$ cat src/rtl/pipe_ctrl_pkg.sv
// Shared definitions for the pipeline sequencer: stop levels, exception codes,
// sequencer state encodings and the stall-vector encoder.
package pipe_ctrl_pkg;

    localparam logic        STOP       = 1'b1;
    localparam logic        NO_STOP    = 1'b0;
    localparam logic        RST_ENABLE = 1'b1;
    localparam logic [31:0] ZERO_WORD  = 32'h0000_0000;

    localparam logic [31:0] EXC_INT     = 32'h0000_0001;
    localparam logic [31:0] EXC_SYSCALL = 32'h0000_0008;
    localparam logic [31:0] EXC_INVALID = 32'h0000_000a;
    localparam logic [31:0] EXC_OV      = 32'h0000_000c;
    localparam logic [31:0] EXC_TRAP    = 32'h0000_000d;
    localparam logic [31:0] EXC_ERET    = 32'h0000_000e;

    typedef enum logic [1:0] {
        PC_RUN      = 2'd0,
        PC_STALL    = 2'd1,
        PC_EXC_HOLD = 2'd2,
        PC_FLUSH    = 2'd3
    } pc_state_e;

    // Bit order: [0]pc [1]if [2]id [3]ex [4]mem [5]wb.
    localparam logic [5:0] STALL_NONE = 6'b000000;
    localparam logic [5:0] STALL_ID   = 6'b000111;
    localparam logic [5:0] STALL_EX   = 6'b001111;
    localparam logic [5:0] STALL_MEM  = 6'b011111;

    function automatic logic [5:0] stall_encode(input logic req_id,
                                                input logic req_ex,
                                                input logic req_mem);
        logic [5:0] enc;
        if (req_mem)     enc = STALL_MEM;
        else if (req_ex) enc = STALL_EX;
        else if (req_id) enc = STALL_ID;
        else             enc = STALL_NONE;
        return enc;
    endfunction

endpackage

$ cat src/rtl/pipe_ctrl_if.sv
// Sequencer bus: per-stage stall requests and exception info in, stall/flush
// control, redirect PC and stall statistics out.
interface pipe_ctrl_if;
    logic        stallreq_id;
    logic        stallreq_ex;
    logic        stallreq_mem;
    logic [31:0] excepttype_i;
    logic [31:0] cp0_epc_i;
    logic [5:0]  stall;
    logic        flush;
    logic [31:0] new_pc;
    logic        stall_timeout;
    logic [31:0] stall_cycles;

    modport master (
        output stallreq_id, stallreq_ex, stallreq_mem, excepttype_i, cp0_epc_i,
        input  stall, flush, new_pc, stall_timeout, stall_cycles
    );

    modport slave (
        input  stallreq_id, stallreq_ex, stallreq_mem, excepttype_i, cp0_epc_i,
        output stall, flush, new_pc, stall_timeout, stall_cycles
    );
endinterface

$ cat src/rtl/pipe_ctrl_sat_counter.sv
// Up-counter that sticks at MAX; clr wins over inc. sat is high while the
// count sits at MAX.
module sat_counter #(
    parameter int             W   = 32,
    parameter logic [W-1:0]   MAX = '1
) (
    input  logic         clk,
    input  logic         rst,
    input  logic         inc,
    input  logic         clr,
    output logic [W-1:0] count,
    output logic         sat
);

    logic [W-1:0] count_q;
    logic [W-1:0] count_d;

    always_comb begin
        count_d = count_q;
        if (clr)
            count_d = '0;
        else if (inc && !sat)
            count_d = count_q + W'(1);
    end

    always_ff @(posedge clk) begin
        if (rst)
            count_q <= '0;
        else
            count_q <= count_d;
    end

    assign sat   = (count_q == MAX);
    assign count = count_q;

endmodule

$ cat src/rtl/pipe_ctrl.sv
// Pipeline sequencer: merges stage stall requests, sequences exception flushes
// with the redirect PC, and keeps stall statistics plus a sticky hang watchdog.
module pipe_ctrl
    import pipe_ctrl_pkg::*;
#(
    parameter logic [31:0] EXC_VECTOR    = 32'h0000_0020,
    parameter int          FLUSH_CYCLES  = 1,
    parameter int          STALL_TIMEOUT = 1024
) (
    input  logic       clk,
    input  logic       rst,
    pipe_ctrl_if.slave bus
);

    localparam logic [2:0] FLUSH_LAST = 3'(FLUSH_CYCLES - 1);
    localparam int         WD_W       = $clog2(STALL_TIMEOUT + 1);
    localparam logic [WD_W-1:0] WD_MAX = WD_W'(STALL_TIMEOUT);

    pc_state_e   state_q, state_d;
    logic [2:0]  flush_cnt_q, flush_cnt_d;
    logic [31:0] new_pc_q, new_pc_d;
    logic        flush_q, flush_d;
    logic        stall_timeout_q, stall_timeout_d;
    logic [5:0]  stall_d;

    logic            exc_req;
    logic            any_req;
    logic            stall_any;
    logic [WD_W-1:0] wd_count;
    logic            wd_sat;
    logic [31:0]     cycles_count;
    logic            cycles_sat;

    assign exc_req = (bus.excepttype_i != ZERO_WORD);
    assign any_req = bus.stallreq_id | bus.stallreq_ex | bus.stallreq_mem;

    // The exception cycle itself acts as the hold cycle (wb retires, everything
    // upstream stops), so RUN/STALL jump straight to FLUSH and new_pc latches on
    // that edge. EXC_HOLD is only reachable as a recovery path.
    always_comb begin
        state_d     = state_q;
        flush_cnt_d = flush_cnt_q;
        new_pc_d    = new_pc_q;
        stall_d     = STALL_NONE;
        case (state_q)
            PC_RUN, PC_STALL: begin
                if (exc_req) begin
                    stall_d     = STALL_MEM;
                    state_d     = PC_FLUSH;
                    flush_cnt_d = FLUSH_LAST;
                    new_pc_d    = (bus.excepttype_i == EXC_ERET) ? bus.cp0_epc_i
                                                                 : EXC_VECTOR;
                end else begin
                    stall_d = stall_encode(bus.stallreq_id, bus.stallreq_ex,
                                           bus.stallreq_mem);
                    state_d = any_req ? PC_STALL : PC_RUN;
                end
            end
            PC_EXC_HOLD: begin
                stall_d     = STALL_MEM;
                state_d     = PC_FLUSH;
                flush_cnt_d = FLUSH_LAST;
            end
            PC_FLUSH: begin
                if (flush_cnt_q == 3'd0)
                    state_d = PC_RUN;
                else
                    flush_cnt_d = flush_cnt_q - 3'd1;
            end
            default: state_d = PC_RUN;
        endcase
        flush_d = (state_d == PC_FLUSH);
    end

    assign stall_any = (stall_d != STALL_NONE);

    // Sticky: once the run counter saturates the flag stays until reset.
    assign stall_timeout_d = stall_timeout_q | wd_sat;

    always_ff @(posedge clk) begin
        if (rst) begin
            state_q         <= PC_RUN;
            flush_cnt_q     <= 3'd0;
            new_pc_q        <= ZERO_WORD;
            flush_q         <= 1'b0;
            stall_timeout_q <= 1'b0;
        end else begin
            state_q         <= state_d;
            flush_cnt_q     <= flush_cnt_d;
            new_pc_q        <= new_pc_d;
            flush_q         <= flush_d;
            stall_timeout_q <= stall_timeout_d;
        end
    end

    sat_counter #(
        .W   (WD_W),
        .MAX (WD_MAX)
    ) u_wd_counter (
        .clk   (clk),
        .rst   (rst),
        .inc   (stall_any),
        .clr   (!stall_any),
        .count (wd_count),
        .sat   (wd_sat)
    );

    sat_counter #(
        .W   (32),
        .MAX (32'hFFFF_FFFF)
    ) u_cycles_counter (
        .clk   (clk),
        .rst   (rst),
        .inc   (stall_any && !cycles_sat),
        .clr   (1'b0),
        .count (cycles_count),
        .sat   (cycles_sat)
    );

    assign bus.stall         = stall_d;
    assign bus.flush         = flush_q;
    assign bus.new_pc        = new_pc_q;
    assign bus.stall_timeout = stall_timeout_q | wd_sat;
    assign bus.stall_cycles  = cycles_count;

    logic unused_wd;
    assign unused_wd = ^wd_count;

endmodule

$ cat src/flat_wrapper.sv
// flat-port wrapper written by rule: the top's interface ports become plain ports
module pipe_ctrl_flat import pipe_ctrl_pkg::*;
#(
    parameter logic [31:0] EXC_VECTOR    = 32'h0000_0020,
    parameter int          FLUSH_CYCLES  = 1,
    parameter int          STALL_TIMEOUT = 1024
)
  (clk, rst, bus_stallreq_id, bus_stallreq_ex, bus_stallreq_mem, bus_excepttype_i, bus_cp0_epc_i, bus_stall, bus_flush, bus_new_pc, bus_stall_timeout, bus_stall_cycles);
  pipe_ctrl_if bus_i ();
  input  logic clk;
  input  logic rst;
  input wire logic [$bits(bus_i.stallreq_id)-1:0] bus_stallreq_id;
  input wire logic [$bits(bus_i.stallreq_ex)-1:0] bus_stallreq_ex;
  input wire logic [$bits(bus_i.stallreq_mem)-1:0] bus_stallreq_mem;
  input wire logic [$bits(bus_i.excepttype_i)-1:0] bus_excepttype_i;
  input wire logic [$bits(bus_i.cp0_epc_i)-1:0] bus_cp0_epc_i;
  output wire logic [$bits(bus_i.stall)-1:0] bus_stall;
  output wire logic [$bits(bus_i.flush)-1:0] bus_flush;
  output wire logic [$bits(bus_i.new_pc)-1:0] bus_new_pc;
  output wire logic [$bits(bus_i.stall_timeout)-1:0] bus_stall_timeout;
  output wire logic [$bits(bus_i.stall_cycles)-1:0] bus_stall_cycles;
  assign bus_i.stallreq_id = bus_stallreq_id;
  assign bus_i.stallreq_ex = bus_stallreq_ex;
  assign bus_i.stallreq_mem = bus_stallreq_mem;
  assign bus_i.excepttype_i = bus_excepttype_i;
  assign bus_i.cp0_epc_i = bus_cp0_epc_i;
  assign bus_stall = bus_i.stall;
  assign bus_flush = bus_i.flush;
  assign bus_new_pc = bus_i.new_pc;
  assign bus_stall_timeout = bus_i.stall_timeout;
  assign bus_stall_cycles = bus_i.stall_cycles;
  pipe_ctrl #(.EXC_VECTOR(EXC_VECTOR), .FLUSH_CYCLES(FLUSH_CYCLES), .STALL_TIMEOUT(STALL_TIMEOUT)) u_core (.clk(clk), .rst(rst), .bus(bus_i));
endmodule
$ cat config.mk
export PLATFORM = sky130hd
export DESIGN_NAME = pipe_ctrl_flat
export DESIGN_NICKNAME = d
export VERILOG_FILES = /design/src/rtl/pipe_ctrl_pkg.sv /design/src/rtl/pipe_ctrl_if.sv /design/src/rtl/pipe_ctrl_sat_counter.sv /design/src/rtl/pipe_ctrl.sv /design/src/flat_wrapper.sv
export SDC_FILE = /design/constraint.sdc
export NUM_CORES = 1
export LEC_CHECK = 0
export ABC_AREA = 1
export CAP_MARGIN = 5
export CORE_ASPECT_RATIO = 0.75
export CORE_MARGIN = 2
export CORE_UTILIZATION = 57
export CTS_CLUSTER_SIZE = 16
export DETAILED_ROUTE_END_ITERATION = 16
export DONT_BUFFER_PORTS = 1
export GPL_TIMING_DRIVEN = 0
export PLACE_DENSITY = 0.75
export SLEW_MARGIN = 25
export SYNTH_ARGS = -nofsm -noshare
export SYNTH_HDL_FRONTEND = slang
export SYNTH_SLANG_ARGS = --single-unit
$ cat constraint.sdc
create_clock -name clk -period 1.7 [get_ports clk]
set_input_delay 0.34 -clock clk [delete_from_list [all_inputs] [get_ports clk]]
set_output_delay 0.34 -clock clk [all_outputs]
set_load 0.03 [all_outputs]
==> metrics.cfg <==
[status]
status = complete, but fails checks
violations = setup timing

[logic_synthesis]
syn_avg_cell_area_um2 = 6.74
ys_ff_latch = 82
syn_inst = 634
synth_cell_types = 30
ys_warn_count = 0
synth-edff-count = 0
synth_ff_type = dfxtp_1
synth_nets = 708
yosysSeqAreaShare_pct = 38.4
syn_area_mm2 = 0.00427
ys_async_sr_fraction_pct = 0

[timing]
slew_headroom_pct = 45.2
worst_pin_slew_ns = 0.822
holdWs_ns = 0.103
min_period_over_period_pct = 113
rsz0062_at_grt = yes
finalClockSkew_ns = 0.0119
fmax_mhz = 522
slew_viol_final = 0
setup_viol = 35
finalHoldViolCount = 0
post-route-min-period_ns = 1.92
finalSetupTns_ns = -4.59
worst_slack_ns = -0.217

[route]
viasPerCell = 5.72
dr_wl_met3_um = 1410
wl_met2_um = 6060
vias = 4441
top_layer = met4
ant_nets = 0
drc = 0
postRouteWirelength_um = 12900
met1_length_um = 5250
dr.pass1.iters = 5
drtIter0Drc = 374
wl_per_cell_um = 16.6

[clock_tree]
ctsHtreeMaxLevel = 3
clk_latency_ns = 0.37
cts_inserted_buffers = 9
cts.clk_slew.worst_paths_ns = 0.09
cts.sinks = 82
clock_path_buffers = 2
cts_root_buf = clkbuf_8
tritoncts = built

[floorplanning]
die_y_um = 79.0
dieArea_mm2 = 0.00821
start_util_pct = 58.5
num_rows = 27
die_width_um = 104
ios = 141
core_mm2 = 0.00730

[worst_setup_path]
critical_path_class = reg -> reg
arrival_ns = 2.20
path_buf_inv = 3
cp_max_fo = 6
critPathMaxStageDelay_ns = 0.45
crit_required_ns = 1.98
endpoint_kind = flip-flop
rrSetupSlack_ns = -0.22
r2r_start = u_core.u_cycles_counter.count[25]$_SDFFE_PP0P_
critPathLaunchType = flip-flop
cpMostUsedCell = nand3_4
critPathSlowestCell = dfxtp_4
regToRegEndpoint = u_core.u_cycles_counter.count[5]$_SDFFE_PP0P_
crit_family = simple AND/OR/NAND/NOR gates
reg2reg_depth = 10
crit_chain = nand2_1, nor2_1, inv_2, nor3_4, nand3_4, nand3_4, buf_12, buf_8, nand2_4, a21oi_2

[placed_design]
gp_congestion = 1.01
place_inst = 735
io_buffers = 0
pre_cts_slack_ns = -0.377
dpl_cell_area_mm2 = 0.00443
dp.final_hpwl_um = 8820

[pwr]
p_sw_mw = 1.09
p_leak_nw = 1.96
ir_worst_vdd_mv = 0.517
powerDensity_mw_per_mm2 = 739
pwr-share-comb_pct = 9.8
p_sw_share_pct = 28.0
clkPwrFrac_pct = 39.4
internal_power_mw = 2.80
power.total_mw = 3.89
pwr-share-seq_pct = 50.7

[global_route]
grtUsageTotal_pct = 30.7
grt_pass1_vias = 4048
antenna_found_initial = 0
grt_max_degree = 16
grt_overflow = 0
grt_pass1_wl_um = 19900

[final_layout]
multi_input_area_mm2 = 0.00264
seqCellArea_mm2 = 0.00173
fillCellCount = 608
area_growth_pct = 23.4
fin_area_mm2 = 0.00527
final_cells = 776
drive_gt1_share_pct = 25.6
diodes = 0
final_util_pct = 72.3
fin_nets = 744

[worst_hold_path]
hold_end = u_core.bus.new_pc[5]$_SDFFE_PP0P_
min_path_type = in -> reg
worstHoldStart = bus_cp0_epc_i[5]
hold_depth = 2

[flow_run]
drv_cap = 0

what timing repair did:
item,CTS,global route
gates resized for setup,63,69
endpoints found under the setup margin,38,38
pin swaps,17,29
hold buffers,0,0
gates cloned,2,2
buffers inserted,19,5
Yosys cell counts, types with 4 or more instances:
cell type	count	share of area, %
a21oi_1	58	6.8
nand2_1	214	19
nand2_2	4	0.59
a21oi_2	10	2.1
nor3_1	5	0.59
nor2_1	93	8.2
dfxtp_1	82	38
nand3_1	13	1.5
o21ai_0	6	0.70
xor2_1	13	2.7
nand4_1	31	4.5
nor2_2	5	0.73
xnor2_1	8	1.6
ha_1	5	1.5
nand3b_1	9	1.6
buf_2	6	0.70
inv_1	35	3.1
clkbuf_1	16	1.4
flip-flops by register name, indices dropped and copies added, names as in the netlist:
name	flops
u_core.bus.flush	1
u_core.bus.new_pc	32
u_core.flush_cnt_q	3
u_core.stall_timeout_q	1
u_core.state_q	2
u_core.u_cycles_counter.count	32
u_core.u_wd_counter.count	11
logic make-up (layout without fill, tap and decap cells):
group	Yosys count	in the layout	share of synthesized area [%]
flops	82	82	38.4
xor+xnor	21	21	4.31
compound gates	74	74	9.55
simple gates	387	388	39.7
other cells	1	1	0.0878
fa+ha+maj	5	5	1.46
buf+inv	64	104	6.50
power groups by stage:
stage / clock (mW) / combinational (mW) / sequential (mW)
after floorplan: 0 / 0.203 / 2.03
after global placement: 0 / 0.255 / 2.04
after detailed placement: 0 / 0.261 / 2.04
after CTS: 1.54 / 0.354 / 2.00
after global routing: 1.60 / 0.415 / 1.98
final: 1.54 / 0.383 / 1.98
per-layer routing:
layer	GRT usage [%]	vias to the layer above
met3	8.87	28
met1	40.1	2055
met4	9.73	0
met2	49.4	251
li1	-	2107
met5	0	-
cell type report:
class | count | share of cell area, %
timing repair buffer | 24 | 4.77
buffer | 27 | 3.35
clock buffer | 10 | 2.61
inverter | 37 | 2.63
tap | 101 | 2.40
multi-input combinational | 489 | 50.0
clock inverter | 6 | 1.35
sequential | 82 | 32.8
how the worst max path moves through the flow:
stage | start | endpoint | slack [ns] | cells after the start
after floorplan | u_core.u_cycles_counter.count[4]$_SDFFE_PP0P_ | u_core.u_cycles_counter.count[26]$_SDFFE_PP0P_ | 0.0009 | 9
after global placement | u_core.u_cycles_counter.count[12]$_SDFFE_PP0P_ | u_core.u_cycles_counter.count[7]$_SDFFE_PP0P_ | -0.36 | 9
after detailed placement | u_core.u_cycles_counter.count[4]$_SDFFE_PP0P_ | u_core.u_cycles_counter.count[4]$_SDFFE_PP0P_ | -0.38 | 9
after CTS | u_core.u_cycles_counter.count[0]$_SDFFE_PP0P_ | u_core.u_cycles_counter.count[29]$_SDFFE_PP0P_ | -0.18 | 11
after global routing | u_core.u_cycles_counter.count[17]$_SDFFE_PP0P_ | u_core.u_cycles_counter.count[12]$_SDFFE_PP0P_ | -0.30 | 10
final | u_core.u_cycles_counter.count[25]$_SDFFE_PP0P_ | u_core.u_cycles_counter.count[5]$_SDFFE_PP0P_ | -0.22 | 10
cell usage in the layout (no fill, tap or decap), drive strengths merged:
master,Yosys,routed
a21oi,68,68
buf,11,35
bufinv,0,1
clkbuf,16,26
clkinv,0,1
conb,1,1
dfxtp,82,82
ha,5,5
inv,37,41
nand2,218,219
nand3,17,17
nand3b,9,9
nand4,31,31
nor2,100,100
nor3,6,6
nor3b,2,2
nor4,1,1
o21ai,6,6
or2,3,3
xnor2,8,8
xor2,13,13
Power figures use the tool's default switching activity.
